$ cat src/rtl/fifo_sync_nx_pkg.sv
// fifo_sync_nx_pkg: sizing helpers and default parameters shared by the FIFO files
package fifo_sync_nx_pkg;
  localparam int DATA_W_DEF = 8;
  localparam int ADDR_W_DEF = 5;
  localparam int AE_TH_DEF  = 2;
  function automatic int depth(input int aw);
    return 1 << aw;
  endfunction
  // one extra wrap bit distinguishes full from empty when the addresses match
  function automatic int ptr_w(input int aw);
    return aw + 1;
  endfunction
  function automatic int af_th_def(input int aw);
    return depth(aw) - 2;
  endfunction
endpackage

$ cat src/rtl/fifo_sync_nx_if.sv
// fifo_sync_nx_if: producer/consumer bus of fifo_sync_nx
// master drives dataIN/wrEN/rdEN/clrERR; slave (the FIFO) drives Q/qValid, level flags, count and error flags
interface fifo_sync_nx_if
  import fifo_sync_nx_pkg::*;
#(
  parameter int dataW = DATA_W_DEF,
  parameter int addrW = ADDR_W_DEF
);
  logic [dataW-1:0] dataIN;
  logic [dataW-1:0] Q;
  logic             wrEN;
  logic             rdEN;
  logic             clrERR;
  logic             qValid;
  logic             full;
  logic             empty;
  logic             almostFull;
  logic             almostEmpty;
  logic [addrW:0]   count;
  logic             overflow;
  logic             underflow;
  modport master(
    output dataIN, wrEN, rdEN, clrERR,
    input  Q, qValid, full, empty, almostFull, almostEmpty, count, overflow, underflow
  );
  modport slave(
    input  dataIN, wrEN, rdEN, clrERR,
    output Q, qValid, full, empty, almostFull, almostEmpty, count, overflow, underflow
  );
endinterface

$ cat src/rtl/fifo_sync_nx_ram_dp.sv
// fifo_ram_dp: simple dual-port RAM, synchronous write port and registered read port
// ports: CLK, RESN (clears only the read register), i_we/i_waddr/i_wdata write, i_re/i_raddr read, o_q data
module fifo_ram_dp #(
  parameter int dataW = 8,
  parameter int addrW = 5
) (
  input  logic             CLK,
  input  logic             RESN,
  input  logic             i_we,
  input  logic [addrW-1:0] i_waddr,
  input  logic [dataW-1:0] i_wdata,
  input  logic             i_re,
  input  logic [addrW-1:0] i_raddr,
  output logic [dataW-1:0] o_q
);
  logic [dataW-1:0] r_mem [2**addrW];
  logic [dataW-1:0] r_q;
  always_ff @(posedge CLK)
    if (i_we) r_mem[i_waddr] <= i_wdata;
  // same-address read/write returns the old word, which is what a full FIFO doing both needs
  always_ff @(posedge CLK or negedge RESN)
    if (!RESN) r_q <= '0;
    else if (i_re) r_q <= r_mem[i_raddr];
  assign o_q = r_q;
endmodule

$ cat src/rtl/fifo_sync_nx.sv
// fifo_sync_nx: synchronous FIFO with occupancy count, almost thresholds and sticky error flags
// ports: CLK, RESN (async active-low), bus (fifo_sync_nx_if.slave) carrying data, requests and status
module fifo_sync_nx
  import fifo_sync_nx_pkg::*;
#(
  parameter int dataW = DATA_W_DEF,
  parameter int addrW = ADDR_W_DEF,
  parameter int afTH  = af_th_def(addrW),
  parameter int aeTH  = AE_TH_DEF
) (
  input logic           CLK,
  input logic           RESN,
  fifo_sync_nx_if.slave bus
);
  localparam int PW = ptr_w(addrW);
  localparam logic [PW-1:0] AF = PW'(afTH);
  localparam logic [PW-1:0] AE = PW'(aeTH);
  logic [PW-1:0] r_wr_ptr, r_rd_ptr, r_count;
  logic [PW-1:0] w_wr_nxt, w_rd_nxt, w_cnt_nxt;
  logic          r_full, r_empty, r_af, r_ae, r_qvalid, r_ovf, r_udf;
  logic          w_wr_acc, w_rd_acc;
  assign w_rd_acc  = bus.rdEN & ~r_empty;
  assign w_wr_acc  = bus.wrEN & (~r_full | w_rd_acc);
  assign w_wr_nxt  = r_wr_ptr + PW'(w_wr_acc);
  assign w_rd_nxt  = r_rd_ptr + PW'(w_rd_acc);
  // pointer difference modulo 2**PW is the occupancy, including the wrap case
  assign w_cnt_nxt = w_wr_nxt - w_rd_nxt;
  always_ff @(posedge CLK or negedge RESN)
    if (!RESN) begin
      r_wr_ptr <= '0;
      r_rd_ptr <= '0;
      r_count  <= '0;
      r_full   <= 1'b0;
      r_empty  <= 1'b1;
      r_af     <= (AF == '0);
      r_ae     <= 1'b1;
      r_qvalid <= 1'b0;
      r_ovf    <= 1'b0;
      r_udf    <= 1'b0;
    end else begin
      r_wr_ptr <= w_wr_nxt;
      r_rd_ptr <= w_rd_nxt;
      r_count  <= w_cnt_nxt;
      r_full   <= (w_wr_nxt[addrW-1:0] == w_rd_nxt[addrW-1:0]) & (w_wr_nxt[addrW] != w_rd_nxt[addrW]);
      r_empty  <= (w_wr_nxt == w_rd_nxt);
      r_af     <= (w_cnt_nxt >= AF);
      r_ae     <= (w_cnt_nxt <= AE);
      r_qvalid <= w_rd_acc;
      r_ovf    <= (r_ovf & ~bus.clrERR) | (bus.wrEN & ~w_wr_acc);
      r_udf    <= (r_udf & ~bus.clrERR) | (bus.rdEN & ~w_rd_acc);
    end
  fifo_ram_dp #(.dataW(dataW), .addrW(addrW)) u_ram (
    .CLK    (CLK),
    .RESN   (RESN),
    .i_we   (w_wr_acc),
    .i_waddr(r_wr_ptr[addrW-1:0]),
    .i_wdata(bus.dataIN),
    .i_re   (w_rd_acc),
    .i_raddr(r_rd_ptr[addrW-1:0]),
    .o_q    (bus.Q)
  );
  assign bus.qValid      = r_qvalid;
  assign bus.full        = r_full;
  assign bus.empty       = r_empty;
  assign bus.almostFull  = r_af;
  assign bus.almostEmpty = r_ae;
  assign bus.count       = r_count;
  assign bus.overflow    = r_ovf;
  assign bus.underflow   = r_udf;
endmodule
$ cat src/flat_wrapper.sv
// flat-port wrapper written by rule: the top's interface ports become plain ports
module fifo_sync_nx_flat import fifo_sync_nx_pkg::*;
#(
  parameter int dataW = DATA_W_DEF,
  parameter int addrW = ADDR_W_DEF,
  parameter int afTH  = af_th_def(addrW),
  parameter int aeTH  = AE_TH_DEF
)
  (CLK, RESN, bus_dataIN, bus_wrEN, bus_rdEN, bus_clrERR, bus_Q, bus_qValid, bus_full, bus_empty, bus_almostFull, bus_almostEmpty, bus_count, bus_overflow, bus_underflow);
  fifo_sync_nx_if #(.dataW(dataW), .addrW(addrW)) bus_i ();
  input logic CLK;
  input logic RESN;
  input wire logic [$bits(bus_i.dataIN)-1:0] bus_dataIN;
  input wire logic [$bits(bus_i.wrEN)-1:0] bus_wrEN;
  input wire logic [$bits(bus_i.rdEN)-1:0] bus_rdEN;
  input wire logic [$bits(bus_i.clrERR)-1:0] bus_clrERR;
  output wire logic [$bits(bus_i.Q)-1:0] bus_Q;
  output wire logic [$bits(bus_i.qValid)-1:0] bus_qValid;
  output wire logic [$bits(bus_i.full)-1:0] bus_full;
  output wire logic [$bits(bus_i.empty)-1:0] bus_empty;
  output wire logic [$bits(bus_i.almostFull)-1:0] bus_almostFull;
  output wire logic [$bits(bus_i.almostEmpty)-1:0] bus_almostEmpty;
  output wire logic [$bits(bus_i.count)-1:0] bus_count;
  output wire logic [$bits(bus_i.overflow)-1:0] bus_overflow;
  output wire logic [$bits(bus_i.underflow)-1:0] bus_underflow;
  assign bus_i.dataIN = bus_dataIN;
  assign bus_i.wrEN = bus_wrEN;
  assign bus_i.rdEN = bus_rdEN;
  assign bus_i.clrERR = bus_clrERR;
  assign bus_Q = bus_i.Q;
  assign bus_qValid = bus_i.qValid;
  assign bus_full = bus_i.full;
  assign bus_empty = bus_i.empty;
  assign bus_almostFull = bus_i.almostFull;
  assign bus_almostEmpty = bus_i.almostEmpty;
  assign bus_count = bus_i.count;
  assign bus_overflow = bus_i.overflow;
  assign bus_underflow = bus_i.underflow;
  fifo_sync_nx #(.dataW(dataW), .addrW(addrW), .afTH(afTH), .aeTH(aeTH)) u_core (.CLK(CLK), .RESN(RESN), .bus(bus_i));
endmodule
$ cat config.mk
export PLATFORM = sky130hd
export DESIGN_NAME = fifo_sync_nx_flat
export DESIGN_NICKNAME = d
export VERILOG_FILES = /design/src/rtl/fifo_sync_nx_pkg.sv /design/src/rtl/fifo_sync_nx_if.sv /design/src/rtl/fifo_sync_nx_ram_dp.sv /design/src/rtl/fifo_sync_nx.sv /design/src/flat_wrapper.sv
export SDC_FILE = /design/constraint.sdc
export NUM_CORES = 1
export LEC_CHECK = 0
export ABC_CLOCK_PERIOD_IN_PS = 4000
export BUFFER_PORTS_ARGS = -buffer_cell sky130_fd_sc_hd__buf_4
export CAP_MARGIN = 20
export CORE_AREA = 2 2 140 142
export CTS_CLUSTER_SIZE = 40
export DETAILED_ROUTE_END_ITERATION = 12
export DIE_AREA = 0 0 142 144
export HOLD_SLACK_MARGIN = 0.06
export PLACE_DENSITY_LB_ADDON = 0.15
export SYNTH_ARGS = -nofsm -noshare
export SYNTH_HDL_FRONTEND = slang
export SYNTH_SLANG_ARGS = --single-unit
$ cat constraint.sdc
create_clock -name CLK -period 4 [get_ports CLK]
set_input_delay 0.4 -clock CLK [delete_from_list [all_inputs] [get_ports CLK]]
set_output_delay 0.4 -clock CLK [all_outputs]
set_load 0.05 [all_outputs]
==> flow_summary.ini <==
[floorplanning]
core_area_um2 = 19100
die_area_um2 = 20400
initial_core_util = 0.592
row_count = 51
die_y_um = 144
die_w_um = 142
ioPinCount = 34

[synthesis]
synth_area_leader_cell = edfxtp_1
synthesis.area_um2 = 11300
synth_top_cell_area_share = 0.681
synthCells = 531
synth_nets = 554
ys_top_cells_by_count = 256 x edfxtp_1, 78 x mux4_2, 39 x nor2_1, 31 x dfrtp_1, 16 x nand2_1
synth-seq-area-share = 0.754
yosys.cell_count.top_type = edfxtp_1
ys.flop_type = edfxtp_1
avgSynthCellArea_um2 = 21.3
async_flop_share = 0.114
synthTopCellsByArea = edfxtp_1 68%, mux4_2 16%, dfrtp_1 6.9%
synth_edf_count = 256
ys_seq_elements = 289
ys.warnings.count = 0
synth.distinct_cells = 33

[drt]
via_per_inst = 6.24
drc_errors = 0
routed_wl_um = 21800
ant_nets = 0
vias = 5199
wire_per_inst_um = 26.1
drt_first_pass_iters = 4
first_iter_violations = 488

[setup_path]
worstSetupEndpointType = register
crit_fanout = 19
required_ns = 4.42
cp-start-kind = register
crit_arrival_ns = 3.78
criticalPathCategory = register to register

[global_route]
grt_pass1_vias = 5219
antenna_found_initial = 1
grt_pass1_wl_um = 32400
grt_usage = 0.221
grt_max_degree = 65
overflow = 0

[timing]
fin_crit_sh = 0.840
fin_tns_setup_ns = 0
slew_headroom = 0.402
tightest_slew_ns = 0.894
drv_slew = 0
fin_worst_skew_ns = 0.0171
setup_viol = 0
worst_slack_ns = 0.640
min_period_ns = 3.36
fmax_mhz = 298
rsz0062_at_grt = false
hold_viol_final = 0

[cells_and_area]
postLayoutCoreUtil = 0.661
layout-drive-gt1-share = 0.264
layoutNonFillerInstCount = 833
area.growth.synth_to_final_pct = 11.8
fin_nets = 599
diodes = 0

[clock_tree]
clk_pin_slew_ns = 0.06
cts_root_buf = clkbuf_16
cts_buffers = 28
cts_buffer_depth = 3
htree_num_levels = 1
clk_latency_ns = 0.53
cts_tree = yes
numClockSinks = 289

[power]
pwr-share-comb = 0.344
ir_drop_v = 0.000381
switching_power_mw = 3.10
p_leak_nw = 4.20
sequentialPowerShare = 0.407
sw_frac_of_total = 0.324
cellPowerDensity_nw_per_um2 = 758
pwr-share-clk = 0.249
power.internal_mw = 6.46

[placed_design]
dp.cells = 782
port_buffers = 33
hpwl_um = 13200
gp_congestion = 0.810
pre_cts_ws_ns = 0.685

[hold_path]
hp-class = input pin to register

[run]
cap_viol_max_count = 0

[outcome]
outcome = finished, final reports clean
==> cells in the final DEF (no fill, tap or decap), types with 3 or more instances in the layout <==
cell and instances:
mux4_2 78, xnor2_1 7, xor2_1 9, ha_1 9
nand3_1 8, mux2i_1 8, nand2_1 16, nor2_1 39
buf_4 37, clkbuf_16 29, o21ai_0 10, nand3b_1 3
clkinv_1 7, dfrtp_1 29, inv_1 12, edfxtp_1 256
clkbuf_1 9, clkinv_2 3
==> cell families after synthesis <==
family                   Yosys count  share of synthesized area
AO/OA/AOI/OAI                     16                    0.00942
adder cells (fa/ha/maj)           10                     0.0117
XOR/XNOR                          17                     0.0139
multiplexers                      88                      0.167
flip-flops                       289                      0.754
AND/OR/NAND/NOR                   74                     0.0286
buffers and inverters             37                     0.0148
==> repair_timing <==
item / 4_1_cts / 5_1_grt
hold buffers: 2 / 0
endpoints found under the hold margin: 32 / 0
resized for setup: 0 / 0
setup buffers: 0 / 0
==> critical path: stages, from the launching register on <==
cell and delay [ns]:
dfstp_2 0.54, nand2b_1 0.10, buf_4 0.20, nand2_1 0.08
nand2_1 0.13, inv_1 0.07, ha_1 0.21, ha_1 0.24
xor2_1 0.24, ha_1 0.29, and2_1 0.16, a221o_1 0.34
a221oi_2 0.28, xnor2_1 0.15, a41o_1 0.22
==> registers in the layout, summed over array words and instances (netlist names), 6 cells and up <==
| signal | count |
|---|---|
| u_core.bus.count | 6 |
| u_core.u_ram.o_q | 8 |
| u_core.r_rd_ptr | 6 |
| u_core.r_wr_ptr | 6 |
| u_core.u_ram.r_mem | 256 |
==> final cells by class <==
cell class	instances	area, um^2
multi-input combinational	205	2610
sequential	289	8520
clock inverter	11	71.3
inverter	12	45.0
timing repair buffer	40	318
tap	238	298
fill	1226	6460
clock buffer	38	759
==> power groups by stage <==
stage,Combinational (mW),Clock [mW],Sequential (mW)
floorplan,2.19,0,4.11
global placement,3.26,0,3.92
detailed placement,3.31,0,3.95
CTS,3.33,2.43,3.89
global route,3.52,2.56,3.91
finish,3.29,2.38,3.89
==> worst paths after layout <==
path | startpoint | to | slack (ns) | depth (start not counted)
max | u_core.bus.empty$_DFF_PN1_ | u_core.bus.almostFull$_DFF_PN0_ | 0.64 | 14
min | bus_rdEN | u_core.bus.underflow$_DFF_PN0_ | 0.12 | 3
max reg2reg | u_core.bus.empty$_DFF_PN1_ | u_core.bus.almostFull$_DFF_PN0_ | 0.64 | 14
min reg2reg | u_core.r_rd_ptr[5]$_DFF_PN0_ | u_core.r_rd_ptr[5]$_DFF_PN0_ | 0.47 | 1
max in group asynchronous | RESN | u_core.bus.almostEmpty$_DFF_PN1_ | 3.32 | 2
min in group asynchronous | RESN | u_core.u_ram.o_q[1]$_DFFE_PN0P_ | 0.36 | 2
==> per-stage QoR <==
step                      total power [mW]  area (um^2)  hold WS (ns)
final                                 9.56        12600         0.115
after global routing                  9.98        12600         0.130
after CTS                             9.65        12600         0.102
after detailed placement              7.25        11800         0.364
after global placement                7.19        11800         0.354
after floorplan                       6.30        11300         0.104
==> routing by layer <==
| layer | track usage | part of all wire | up-vias |
|---|---|---|---|
| met5 | 0 | 0.00060 | - |
| met4 | 0.0553 | 0.017 | 2 |
| met3 | 0.0464 | 0.072 | 32 |
| met2 | 0.340 | 0.47 | 203 |
| met1 | 0.333 | 0.44 | 2731 |
| li1 | - | - | 2231 |
Power figures use the tool's default switching activity.
